## config.mk

```make
export PLATFORM = sky130hd
export DESIGN_NAME = camera_capture_control
export DESIGN_NICKNAME = d
export VERILOG_FILES = /design/src/rtl/camera_capture_control.sv
export SDC_FILE = /design/constraint.sdc
export NUM_CORES = 1
export LEC_CHECK = 0
export CORE_MARGIN = 2
export CORE_UTILIZATION = 51
export CTS_CLUSTER_SIZE = 25
export DETAILED_ROUTE_END_ITERATION = 8
export PLACE_DENSITY = 0.82
export SLEW_MARGIN = 20
export SYNTH_ARGS = -nofsm -noshare
export SYNTH_HDL_FRONTEND = slang
export SYNTH_SLANG_ARGS = --single-unit
```

## constraint.sdc

```tcl
create_clock -name clock_spi_in -period 3.13 [get_ports clock_spi_in]
set_clock_uncertainty 0.05 [all_clocks]
set_input_delay 0.626 -clock clock_spi_in [delete_from_list [all_inputs] [get_ports clock_spi_in]]
set_output_delay 0.626 -clock clock_spi_in [all_outputs]
set_load 0.1 [all_outputs]
```

## src/rtl/camera_capture_control.sv

```systemverilog
// SPI-domain camera control: op-code decode, shadowed crop window, capture FSM and response mux.
// Optional multi-frame burst / continuous capture is enabled by defining CAMERA_BURST_EN.
module camera_capture_control #(
    parameter int X_WIDTH         = 11,
    parameter int Y_WIDTH         = 10,
    parameter int ADDR_WIDTH      = 16,
    parameter int SIZE_WIDTH      = 20,
    parameter int METER_CHANNELS  = 3,
    parameter int X_START_DEFAULT = 0,
    parameter int X_END_DEFAULT   = 66,
    parameter int Y_START_DEFAULT = 0,
    parameter int Y_END_DEFAULT   = 66
) (
    input  logic                        clock_spi_in,
    input  logic                        mipi_byte_reset_n,
    input  logic [7:0]                  op_code_in,
    input  logic                        op_code_valid_in,
    input  logic [7:0]                  operand_in,
    input  logic                        operand_valid_in,
    input  logic [31:0]                 operand_count_in,
    output logic [7:0]                  response_out,
    output logic                        response_valid_out,
    input  logic                        frame_valid_in,
    output logic                        capture_active_out,
    output logic [X_WIDTH-1:0]          x_crop_start_out,
    output logic [X_WIDTH-1:0]          x_crop_end_out,
    output logic [Y_WIDTH-1:0]          y_crop_start_out,
    output logic [Y_WIDTH-1:0]          y_crop_end_out,
    output logic [X_WIDTH-1:0]          x_size_m1_out,
    output logic [Y_WIDTH-1:0]          y_size_m1_out,
    output logic [ADDR_WIDTH-1:0]       buffer_read_address_out,
    input  logic [7:0]                  buffer_read_data_in,
    input  logic [SIZE_WIDTH-1:0]       jpeg_size_in,
    output logic                        jpeg_size_clear_out,
    output logic                        jpeg_reset_out,
    input  logic [8*METER_CHANNELS-1:0] metering_in
);
    typedef enum logic [1:0] {IDLE = 2'd0, ARM = 2'd1, WAIT = 2'd2, ACTIVE = 2'd3} state_t;

    localparam logic [7:0] OP_CAPTURE = 8'h20, OP_READ = 8'h22, OP_METER = 8'h25, OP_BURST = 8'h26,
                           OP_STOP = 8'h27, OP_CROP = 8'h28, OP_STATUS = 8'h29, OP_JCTRL = 8'h30,
                           OP_JSIZE = 8'h31;
    localparam logic [15:0] XS_D = 16'(X_START_DEFAULT), XE_D = 16'(X_END_DEFAULT);
    localparam logic [15:0] YS_D = 16'(Y_START_DEFAULT), YE_D = 16'(Y_END_DEFAULT);

    state_t             state;
    logic               op_d, opnd_d, fv_meta, fv_s;
    logic               op_rise, opnd_rise, cap_req, any_req, stop_req, req_cont;
    logic [7:0]         req_n, remaining, pend_n;
    logic               cont, pending, pend_cont, serve, error_q;
    logic [3:0]         frames;
    logic [7:0]         stg [8];
    logic [X_WIDTH-1:0] xs_n, xe_n, xs_p2;
    logic [Y_WIDTH-1:0] ys_n, ye_n, ys_p2;
    logic               commit_ok, resp_op;
    logic [7:0]         resp_mux, meter_byte, size_byte;
    logic [23:0]        size24;

    assign op_rise   = op_code_valid_in & ~op_d;
    assign opnd_rise = op_code_valid_in & operand_valid_in & ~opnd_d;
    assign cap_req   = op_rise && (op_code_in == OP_CAPTURE);

`ifdef CAMERA_BURST_EN
    logic burst_req;
    assign burst_req = opnd_rise && (op_code_in == OP_BURST) && (operand_count_in == 32'd0);
    assign stop_req  = op_rise && (op_code_in == OP_STOP);
    assign any_req   = cap_req | burst_req;
    assign req_n     = burst_req ? operand_in : 8'd1;
    assign req_cont  = burst_req && (operand_in == 8'd0);
`else
    assign stop_req  = 1'b0;
    assign any_req   = cap_req;
    assign req_n     = 8'd1;
    assign req_cont  = 1'b0;
`endif

    assign xs_n      = X_WIDTH'({stg[1], stg[0]});
    assign xe_n      = X_WIDTH'({stg[3], stg[2]});
    assign ys_n      = Y_WIDTH'({stg[5], stg[4]});
    assign ye_n      = Y_WIDTH'({stg[7], stg[6]});
    assign xs_p2     = xs_n + X_WIDTH'(2);
    assign ys_p2     = ys_n + Y_WIDTH'(2);
    assign commit_ok = (xe_n > xs_p2) && (ye_n > ys_p2);

    assign capture_active_out = (state == ACTIVE);

    always_ff @(posedge clock_spi_in or negedge mipi_byte_reset_n) begin
        if (!mipi_byte_reset_n) begin
            op_d <= 1'b0; opnd_d <= 1'b0; fv_meta <= 1'b0; fv_s <= 1'b0;
        end else begin
            op_d    <= op_code_valid_in;
            opnd_d  <= operand_valid_in;
            fv_meta <= frame_valid_in;
            fv_s    <= fv_meta;
        end
    end

    // A request that finds the FSM busy waits in a one-deep slot; it is loaded on IDLE entry
    // and `serve` then launches it from IDLE on the following cycle.
    always_ff @(posedge clock_spi_in or negedge mipi_byte_reset_n) begin
        if (!mipi_byte_reset_n) begin
            state     <= IDLE;
            remaining <= '0; cont <= 1'b0;
            pending   <= 1'b0; pend_n <= '0; pend_cont <= 1'b0; serve <= 1'b0;
            error_q   <= 1'b0; frames <= '0;
            x_crop_start_out <= X_WIDTH'(X_START_DEFAULT);
            x_crop_end_out   <= X_WIDTH'(X_END_DEFAULT);
            y_crop_start_out <= Y_WIDTH'(Y_START_DEFAULT);
            y_crop_end_out   <= Y_WIDTH'(Y_END_DEFAULT);
            x_size_m1_out    <= X_WIDTH'(X_END_DEFAULT - X_START_DEFAULT - 3);
            y_size_m1_out    <= Y_WIDTH'(Y_END_DEFAULT - Y_START_DEFAULT - 3);
        end else begin
            if (any_req && (state != IDLE) && !pending) begin
                pending <= 1'b1; pend_n <= req_n; pend_cont <= req_cont;
            end
            unique case (state)
                IDLE: begin
                    if (any_req) begin
                        state <= ARM; remaining <= req_n; cont <= req_cont; serve <= 1'b0;
                    end else if (serve) begin
                        state <= ARM; serve <= 1'b0;
                    end else if (pending) begin
                        remaining <= pend_n; cont <= pend_cont; pending <= 1'b0; serve <= 1'b1;
                    end
                end
                ARM: if (!fv_s) begin
                    state <= WAIT;
                    if (commit_ok) begin
                        x_crop_start_out <= xs_n; x_crop_end_out <= xe_n;
                        y_crop_start_out <= ys_n; y_crop_end_out <= ye_n;
                        x_size_m1_out    <= xe_n - xs_n - X_WIDTH'(3);
                        y_size_m1_out    <= ye_n - ys_n - Y_WIDTH'(3);
                        error_q          <= 1'b0;
                    end else begin
                        error_q <= 1'b1;
                    end
                end
                WAIT: if (fv_s) state <= ACTIVE;
                ACTIVE: if (!fv_s) begin
                    if (frames != 4'hF) frames <= frames + 4'd1;
                    // remaining==0 only after a stop, so it must not wrap into another frame
                    if (stop_req || ((remaining < 8'd2) && !cont)) begin
                        state <= IDLE;
                        if (pending) begin
                            remaining <= pend_n; cont <= pend_cont; pending <= 1'b0; serve <= 1'b1;
                        end
                    end else begin
                        remaining <= remaining - 8'd1;
                        state     <= WAIT;
                    end
                end
            endcase
            if (any_req) frames <= '0;
            if (stop_req) begin
                remaining <= '0; cont <= 1'b0;
            end
        end
    end

    always_ff @(posedge clock_spi_in or negedge mipi_byte_reset_n) begin
        if (!mipi_byte_reset_n) begin
            stg[0] <= XS_D[7:0]; stg[1] <= XS_D[15:8]; stg[2] <= XE_D[7:0]; stg[3] <= XE_D[15:8];
            stg[4] <= YS_D[7:0]; stg[5] <= YS_D[15:8]; stg[6] <= YE_D[7:0]; stg[7] <= YE_D[15:8];
            buffer_read_address_out <= '0;
            jpeg_size_clear_out     <= 1'b0;
            jpeg_reset_out          <= 1'b0;
        end else begin
            if (opnd_rise && (op_code_in == OP_CROP) && (operand_count_in < 32'd8))
                stg[operand_count_in[2:0]] <= operand_in;
            if (cap_req)
                buffer_read_address_out <= '0;
            else if (opnd_rise && (op_code_in == OP_READ))
                buffer_read_address_out <= buffer_read_address_out + ADDR_WIDTH'(1);
            if (opnd_rise && (op_code_in == OP_JCTRL)) begin
                jpeg_size_clear_out <= operand_in[1];
                jpeg_reset_out      <= operand_in[2];
            end
        end
    end

    always_comb begin
        meter_byte = 8'h00;
        for (int k = 0; k < METER_CHANNELS; k++)
            if (operand_count_in == 32'(k)) meter_byte = metering_in[8*k +: 8];
        size24 = 24'(jpeg_size_in);
        unique case (operand_count_in)
            32'd0:   size_byte = size24[7:0];
            32'd1:   size_byte = size24[15:8];
            32'd2:   size_byte = size24[23:16];
            default: size_byte = 8'h00;
        endcase
        resp_op  = 1'b1;
        resp_mux = 8'h00;
        unique case (op_code_in)
            OP_READ:   resp_mux = buffer_read_data_in;
            OP_METER:  resp_mux = meter_byte;
            OP_STATUS: resp_mux = {error_q, pending, state, frames};
            OP_JSIZE:  resp_mux = size_byte;
            default:   resp_op  = 1'b0;
        endcase
    end

    always_ff @(posedge clock_spi_in or negedge mipi_byte_reset_n) begin
        if (!mipi_byte_reset_n) begin
            response_out       <= 8'h00;
            response_valid_out <= 1'b0;
        end else begin
            response_valid_out <= op_code_valid_in && resp_op;
            response_out       <= (op_code_valid_in && resp_op) ? resp_mux : 8'h00;
        end
    end
endmodule

```

==> flow_summary.toml, run 1 <==
[critical_path]
crit_required_ps = 3390
rr_startpoint = "stg[26]$_DFFE_PN0P_"
start_kind = "register"
cp_max_fo = 5
crit_path_end_kind = "register"
arrival_ps = 3390
startpoint = "stg[26]$_DFFE_PN0P_"
crit_type = "register to register"

[synth]
async_reset_ff_share_pct = 100
synthDistinctLibCells = 63
synth-compound-area-share_pct = 10.7
synthMuxAreaShare_pct = 13.9
synth-edff-count = 0
syn_area_um2 = 8710
synth_area_leaders = "dfrtp_1 (39%), mux2_2 (13%), ha_1 (9.5%)"
ys_warn_count = 0
yosysTopAreaCell = "dfrtp_1"
synth-seq-cells = 155
ys_seq_area_share_pct = 44.8
syn-mean-instance-area_um2 = 11.2
syn_nets = 953
synth_top_family_by_area = "multiplexers"
synth_top_area_share_pct = 38.8
syn_inst = 780
synthAdderAreaFrac_pct = 9.94
synth_ff_type = "dfrtp_1"
synthXorXnorAreaFrac_pct = 4.73
synth-simple-area-share_pct = 11.9

[pwr]
ir_drop_mv = 0.447
leakage_nw = 5.80
powerDensity_nw_per_um2 = 438
p_total_mw = 5.21

[final_layout]
final_util_pct = 71.5
final_nets = 1206
layout_commonest_cell = "buf_4"
final_layout_size_suffix_gt1_share_pct = 32.1
layout_common_cells = "buf_4 (136), dfrtp_1 (133), mux2_2 (104)"
area_growth_pct = 36.6
nFillCells = 1128

[die]
initial_core_util_pct = 52.3
die_h_um = 135
ios = 196
rows = 47
core_um2 = 16600
dieArea_um2 = 18100
chipWidth_um = 135

[cts]
cts-root-buf = "clkbuf_16"
h-tree-depth = 4
clkSinkCount = 155
tritoncts = "done"
clock_latency_ps = 430
holdBufCountCts = 0
clk_path_buf_depth = 2
cts_buffers = 17
clk_pin_slew_ps = 70

[grt]
met2_usage_pct = 42.9
grtUsageMet1_pct = 31.5
grt_pass1_wl_mm = 36.1
track_usage_pct = 25.2
antenna_found_initial = 1
first_global_vias = 7281
grt_overflow = 0
grt_use_met3_pct = 5.29
grt_max_degree = 67
grt-busiest-layer = "met2"

[timing]
drv_slew = 0
finalSetupViolCount = 0
fin_crit_ps = 3130
hold_violations = 0
setup_ws_ps = 4.75
fin_crit_sh_pct = 99.8
hold_ws_ps = 127
setup_tns_ps = 0
slew_headroom_pct = 38.1
tightest_slew_ps = 916
max_freq_ghz = 0.320

[placement]
post-place-ws_ps = -266
gp_congestion = 0.867
place_hpwl_mm = 16.5
io_buffer_count = 195

[route]
drc = 0
detail_route.wl_per_cell_um = 18.8
drt-initial-drc-count = 385
drt-total-wl_mm = 23.9
viasPerCell = 5.70
via_count = 7227
ant_nets = 0
dr.pass1.iters = 5

[hold_path]
hp-class = "input port to async pin"

[run]
cap_violations = 0

[outcome]
outcome = "finished, final reports clean"
-- path summary, 6_finish.rpt --
path	end	slack (ps)	depth (start not counted)
worst max-delay path	y_crop_start_out[5]$_DFFE_PN0P_	5	11
worst min-delay path	y_crop_start_out[3]$_DFFE_PN0P_	130	1
worst max register to register	y_crop_start_out[5]$_DFFE_PN0P_	5	11
worst min register to register	fv_s$_DFF_PN0_	300	0
max in group asynchronous	x_size_m1_out[5]$_DFFE_PN1P_	2080	2
min in group clock_spi_in	fv_s$_DFF_PN0_	300	0
-- cells in the mapped netlist (3+ instances only) --
master	n
nand2b_1	7
and2_1	3
and4_1	5
nand4_1	15
nor2b_1	8
ha_1	66
nand2_2	4
buf_2	7
or2b_1	4
dfstp_2	20
o31a_1	3
a22o_1	13
mux2i_1	3
nor4b_1	4
xnor2_1	21
nor2_1	42
xor2_1	26
and3_1	6
a21o_1	9
o21ai_0	19
nand2_1	21
nor4_1	8
a21oi_1	25
clkbuf_1	9
inv_1	74
o21a_1	5
or3_1	5
mux2_2	104
nor3_1	11
a31oi_1	12
dfrtp_1	135
a222oi_1	12
nand3_1	22
a21boi_0	10
a211oi_1	4
-- stage by stage --
step / instances / instance area (um2)
after floorplan: 780 / 8710
after CTS: 1254 / 11600
after global routing: 1267 / 11900
final: 1267 / 11900
after global placement: 1222 / 11000
after detailed placement: 1222 / 11000
-- sequential cells by signal, indices dropped and copies added, names as in the netlist, 2 cells and up --
register	count
buffer_read_address_out	16
frames	4
remaining	8
response_out	8
state	2
stg	42
x_crop_end_out	11
x_crop_start_out	11
x_size_m1_out	11
y_crop_end_out	10
y_crop_start_out	10
y_size_m1_out	10
-- cell families (layout without fill, tap and decap cells) --
kind of cell	Yosys count	count (layout)
AND/OR/NAND/NOR	180	181
flip-flops	155	155
AO/OA/AOI/OAI	131	131
multiplexers	108	108
buffers and inverters	91	356
adder cells (fa/ha/maj)	68	68
XOR/XNOR	47	47
other	0	1
-- worst max-delay path, cell delays in order (launching register included) --
cell and delay [ps]:
dfrtp_1 380, ha_1 310, nand4_1 140, xor2_1 170, ha_1 300, nand4_1 160
buf_4 150, nor4b_2 50, buf_4 150, or4b_4 650, clkbuf_16 220, mux2_2 270
-- routing by layer --
| layer | share of wire (%) | up-vias |
|---|---|---|
| met5 | 0 | - |
| met4 | 2.8 | 0 |
| met3 | 6.4 | 57 |
| met2 | 51 | 297 |
| met1 | 40 | 3527 |
| li1 | - | 3346 |
-- power breakdown --
part           internal [mW]  switching (mW)  total, mW
clock network           1.27           0.892       2.16
registers               2.09           0.103       2.19
logic                  0.374           0.478      0.852
-- layout make-up --
class	instances	area [um2]	area share (%)
antenna	1	2.50	0.0210
clock buffer	17	425	3.58
clock inverter	15	190	1.60
inverter	74	278	2.33
multi-input combinational	535	4560	38.3
sequential	155	3910	32.8
tap	220	275	2.31
timing repair buffer	250	2260	19.0
-- timing repair --
item	in CTS	in global routing
buffers inserted	0	4
setup endpoints to repair	56	50
gates resized for setup	2	20
gates cloned	0	8
pin swaps	0	7
No activity file was read; power rests on OpenSTA's default activity.
==> inputs of run 2 (changes only) <==
--- a/config.mk
+++ b/config.mk
@@ -9,6 +9,7 @@
 export CORE_UTILIZATION = 51
 export CTS_CLUSTER_SIZE = 25
 export DETAILED_ROUTE_END_ITERATION = 8
+export GPL_TIMING_DRIVEN = 0
 export PLACE_DENSITY = 0.82
 export SLEW_MARGIN = 20
 export SYNTH_ARGS = -nofsm -noshare
==> run 2 against run 1 <==
  * The run now ends with negative setup slack left
  * Via count is 1.4% higher
  * Worst hold slack improved by 45 ps
  * Non-clock buffer count decreased by 2
  * Sequential power barely moved
  * Combinational power hardly changed
  * Flip-flop and latch count did not move
  * Sequential share of layout area fell by 0.89 points
  * Largest cell class unchanged
==> flow_summary.toml, run 2 (synthesis gave the netlist of run 1 again) <==
[die]
core_um2 = 16600
chipWidth_um = 135
rows = 47
dieArea_um2 = 18100
ios = 196
die_h_um = 135
initial_core_util_pct = 52.3

[route]
wl_met1_mm = 10.1
wl_met2_mm = 12.8
drc = 0
detail_route.wl_per_cell_um = 19.9
highest_layer = "met4"
drt-total-wl_mm = 25.2
ant_nets = 0
wl_met3_mm = 1.47
dr.pass1.iters = 5
drt-initial-drc-count = 497
viasPerCell = 5.80
via_count = 7328

[hold_path]
hp-class = "input port to async pin"

[pwr]
p_switching_mw = 1.40
leakage_nw = 5.66
powerDensity_nw_per_um2 = 423
seqPwrFrac_pct = 42.3
p_total_mw = 5.18
comb_power_share_pct = 16.5
ir_drop_mv = 0.431
swShare_pct = 27.0
internal-power_mw = 3.78
p_clk_share_pct = 41.2

[timing]
rsz0062_at_grt = "true"
slew_headroom_pct = 32.2
fin_crit_ps = 3160
setup_ws_ps = -26.6
setup_tns_ps = -98.1
finalSetupViolCount = 11
drv_slew = 0
fin_crit_sh_pct = 101
hold_violations = 0
max_freq_ghz = 0.317
hold_ws_ps = 171
tightest_slew_ps = 1010

[critical_path]
cp_top_family = "simple AND/OR/NAND/NOR gates"
cp_max_fo = 6
start_kind = "register"
path_depth = 11
crit_type = "register to register"
crit_path_frequent_cell = "ha_4"
cp_cell_sequence = "ha_4, inv_2, ha_4, or3b_4, a21oi_2, a211oi_2, o21ai_1, or4b_4, clkbuf_16, buf_12, mux2_4"
slowest_stage = "or4b_4"
r2r_cells = 11
arrival_ps = 3420
crit_path_end_kind = "register"
crit_required_ps = 3390
critical-path-max-stage-delay_ps = 530
critical_path_buf_inv_count = 3

[final_layout]
layout_common_cells = "clkdlybuf4s50_1 (193), dfrtp_1 (127), mux2_2 (103)"
layout_commonest_cell = "clkdlybuf4s50_1"
final_nets = 1203
fin_area_um2 = 12300
final_util_pct = 73.6
area_growth_pct = 40.7
top_register = "stg"
final_layout_size_suffix_gt1_share_pct = 23.4
fin_cells = 1264
nFillCells = 1105
largest_reg_flops = 42
largestRegisters = "stg (42), buffer_read_address_out (16)"

[cts]
clock_latency_ps = 430
cts_buffers = 17
h-tree-depth = 4
clk_path_buf_depth = 2
clk_pin_slew_ps = 60
cts-root-buf = "clkbuf_16"
tritoncts = "done"
clkSinkCount = 155

[grt]
grt_overflow = 0
track_usage_pct = 26.3
first_global_vias = 7240
antenna_found_initial = 1
grt_pass1_wl_mm = 37.0
grt_max_degree = 89

[placement]
post-place-ws_ps = -701
dpl_cell_area_um2 = 11000
gp_congestion = 0.854
io_buffer_count = 195
place_hpwl_mm = 16.8
post-place-cells = 1196

[outcome]
violations = "negative setup slack"
outcome = "complete, but fails checks"

[run]
cap_violations = 0
run 2: cell types whose count changed in the layout (fill, tap and decap cells not counted), sizes merged:
cell and change:
dlymetal6s2s +1, clkdlybuf4s50 +90, clkinv -1, clkinvlp -3
or4b -1, clkbuf +21, buf -106, inv -4
run 2: path summary, 6_finish.rpt:
path                                          start                             end  slack, ps
worst min-delay path              mipi_byte_reset_n             stg[24]$_DFFE_PN0P_        170
max in group asynchronous         mipi_byte_reset_n   x_crop_end_out[6]$_DFFE_PN1P_       2050
worst max register to register  stg[57]$_DFFE_PN0P_  x_crop_end_out[10]$_DFFE_PN0P_        -30
worst max-delay path            stg[57]$_DFFE_PN0P_  x_crop_end_out[10]$_DFFE_PN0P_        -30
worst min register to register    fv_meta$_DFF_PN0_                  fv_s$_DFF_PN0_        300
min in group clock_spi_in         fv_meta$_DFF_PN0_                  fv_s$_DFF_PN0_        300
run 2: layout make-up:
cell class                      instances  area, um2  area share, %
Multi-Input combinational cell        534       4610           37.6
Sequential cell                       155       3910           31.9
Timing Repair Buffer                  231       2390           19.5
Clock buffer                           25        485           3.96
Inverter                               74        278           2.27
Tap cell                              220        275           2.25
Buffer                                 17        181           1.48
Clock inverter                          7        114          0.929
Antenna cell                            1       2.50         0.0204
run 2: power by group through the flow:
| stage | registers, mW | clock network (mW) | logic, mW |
|---|---|---|---|
| floorplan | 2.21 | 0 | 0.521 |
| detailed placement | 2.22 | 0 | 0.848 |
| global placement | 2.22 | 0 | 0.818 |
| global route | 2.21 | 2.24 | 0.966 |
| CTS | 2.19 | 2.13 | 0.856 |
| finish | 2.19 | 2.13 | 0.855 |
run 2: repair_timing:
item / in CTS / in global routing
gates cloned: 0 / 8
hold buffers: 0 / 0
endpoints found under the setup margin: 75 / 92
pin swaps: 3 / 15
setup buffers: 7 / 20
gates resized for setup: 25 / 48
run 2: metal layers:
layer,up-vias,GRT usage [%]
met4,0,7.60
met1,3625,33.1
met5,-,0
met2,313,45.8
li1,3335,-
met3,55,5.41
==> inputs of run 3 (changes only) <==
--- a/config.mk
+++ b/config.mk
@@ -6,11 +6,11 @@
 export NUM_CORES = 1
 export LEC_CHECK = 0
 export CORE_MARGIN = 2
-export CORE_UTILIZATION = 51
-export CTS_CLUSTER_SIZE = 25
+export CORE_UTILIZATION = 48
 export DETAILED_ROUTE_END_ITERATION = 8
 export GPL_TIMING_DRIVEN = 0
-export PLACE_DENSITY = 0.82
+export HOLD_SLACK_MARGIN = 0.15
+export PLACE_DENSITY = 0.78
 export SLEW_MARGIN = 20
 export SYNTH_ARGS = -nofsm -noshare
 export SYNTH_HDL_FRONTEND = slang
==> run 3 against run 2 <==
  * The run now ends clean
  * Combinational power barely moved
  * Utilization fell by 7.5 points
  * Global-route usage fell by 2.7 points
==> flow_summary.toml, run 3 (synthesis gave the netlist of run 1 again) <==
[route]
detail_route.wl_per_cell_um = 17.9
viasPerCell = 5.52
ant_nets = 0
via_count = 6905
drt-initial-drc-count = 441
drc = 0
drt-total-wl_mm = 22.4
dr.pass1.iters = 5

[timing]
drv_slew = 0
hold_violations = 0
setup_ws_ps = 84.6
tightest_slew_ps = 1040
fin_crit_ps = 3050
slew_headroom_pct = 29.5
fin_crit_sh_pct = 97.3
max_freq_ghz = 0.328
finalSetupViolCount = 0

[critical_path]
cp_max_fo = 10
crit_path_end_kind = "register"
slowest_stage = "or4b_1"
crit_path_frequent_cell = "buf_6"
crit_type = "register to register"
start_kind = "register"
arrival_ps = 3300
cp_cell_sequence = "nand2_1, nor2_4, and3_4, nand3_1, xor2_1, ha_1, nand4_1, o21ai_1, or4b_1, buf_6, buf_6, mux2_2"
r2r_slack_ps = 80
critical-path-max-stage-delay_ps = 470
crit_required_ps = 3390

[placement]
gp_congestion = 0.851
post-place-ws_ps = -721
io_buffer_count = 195
place_hpwl_mm = 16.6

[cts]
cts_buffers = 17
clkSinkCount = 155
cts-root-buf = "clkbuf_16"
clk_pin_slew_ps = 60
holdBufCountCts = 0
h-tree-depth = 4
clock_latency_ps = 420
tritoncts = "done"
clk_path_buf_depth = 2

[final_layout]
area_growth_pct = 36.0
layout_commonest_cell = "clkdlybuf4s50_1"
largestRegisters = "stg (42), buffer_read_address_out (16)"
top_register = "stg"
final_nets = 1182
layout_common_cells = "clkdlybuf4s50_1 (193), dfrtp_1 (127), mux2_2 (104)"
largest_reg_flops = 42
final_layout_size_suffix_gt1_share_pct = 21.3

[grt]
grt_overflow = 0
track_usage_pct = 23.6
antenna_found_initial = 0
first_global_vias = 7082
grt_pass1_wl_mm = 36.0
grt_max_degree = 84

[run]
cap_violations = 0

[hold_path]
hp-class = "input port to async pin"

[die]
initial_core_util_pct = 48.7
die_h_um = 139
dieArea_um2 = 19200
core_um2 = 17900
chipWidth_um = 139
ios = 196
rows = 49

[pwr]
powerDensity_nw_per_um2 = 429
ir_drop_mv = 0.467
leakage_nw = 5.43
p_total_mw = 5.08

[outcome]
outcome = "finished, final reports clean"
## run 3: critical path: cells and delay by family, from the launching register on
kind,cells,cell delay (ps)
AO/OA/AOI/OAI,1,200
XOR/XNOR,1,170
adder cells (fa/ha/maj),1,310
buffers and inverters,2,330
flip-flops,1,430
multiplexers,1,280
AND/OR/NAND/NOR,6,1150
## run 3: worst paths after layout
path / cells past startpoint / from / end
min in group clock_spi_in: 0 / fv_meta$_DFF_PN0_ / fv_s$_DFF_PN0_
max reg2reg: 12 / stg[58]$_DFFE_PN0P_ / x_crop_end_out[2]$_DFFE_PN0P_
min reg2reg: 0 / fv_meta$_DFF_PN0_ / fv_s$_DFF_PN0_
min: 1 / mipi_byte_reset_n / response_out[3]$_DFF_PN0_
max in group asynchronous: 2 / mipi_byte_reset_n / y_size_m1_out[3]$_DFFE_PN1P_
max: 12 / stg[58]$_DFFE_PN0P_ / x_crop_end_out[2]$_DFFE_PN0P_
## run 3: layout make-up
class	instances	area, um2
antenna	1	2.50
buffer	17	120
clock buffer	19	443
clock inverter	13	144
fill	1392	6060
inverter	74	278
multi-input combinational	534	4560
sequential	155	3910
tap	229	287
timing repair buffer	210	2090
## run 3: per-stage QoR
step | hold slack [ps] | cells | TNS, ps | cell area, um2 | utilization (%)
after global routing | 169 | 1251 | -66.0 | 11800 | 66.1
final | 134 | 1252 | 0 | 11800 | 66.2
after global placement | 282 | 1204 | -750020 | 10900 | 61.2
after CTS | 157 | 1245 | 0 | 11700 | 65.5
after floorplan | 280 | 780 | 0 | 8710 | -
after detailed placement | 286 | 1205 | -43680 | 11000 | 61.4
## run 3: power by group
part | switching [mW] | internal [mW] | total (mW) | leakage, nW
combinational | 0.484 | 0.374 | 0.858 | 3.10
sequential | 0.101 | 2.09 | 2.19 | 2.04
clock | 0.835 | 1.20 | 2.03 | 0.287
total | 1.42 | 3.67 | 5.08 | 5.43
## run 3: what timing repair did
item,4_1_cts,5_1_grt
pin swaps,2,4
setup buffers,8,6
setup endpoints to repair,99,100
resized for setup,28,21
## run 3: per-layer routing
| metal | track usage, % | vias up | wire length, um |
|---|---|---|---|
| li1 | - | 3278 | - |
| met4 | 9.73 | 0 | 673 |
| met1 | 28.5 | 3350 | 9390 |
| met2 | 40.8 | 234 | 11000 |
| met3 | 5.52 | 43 | 1370 |
| met5 | 0 | - | 0 |
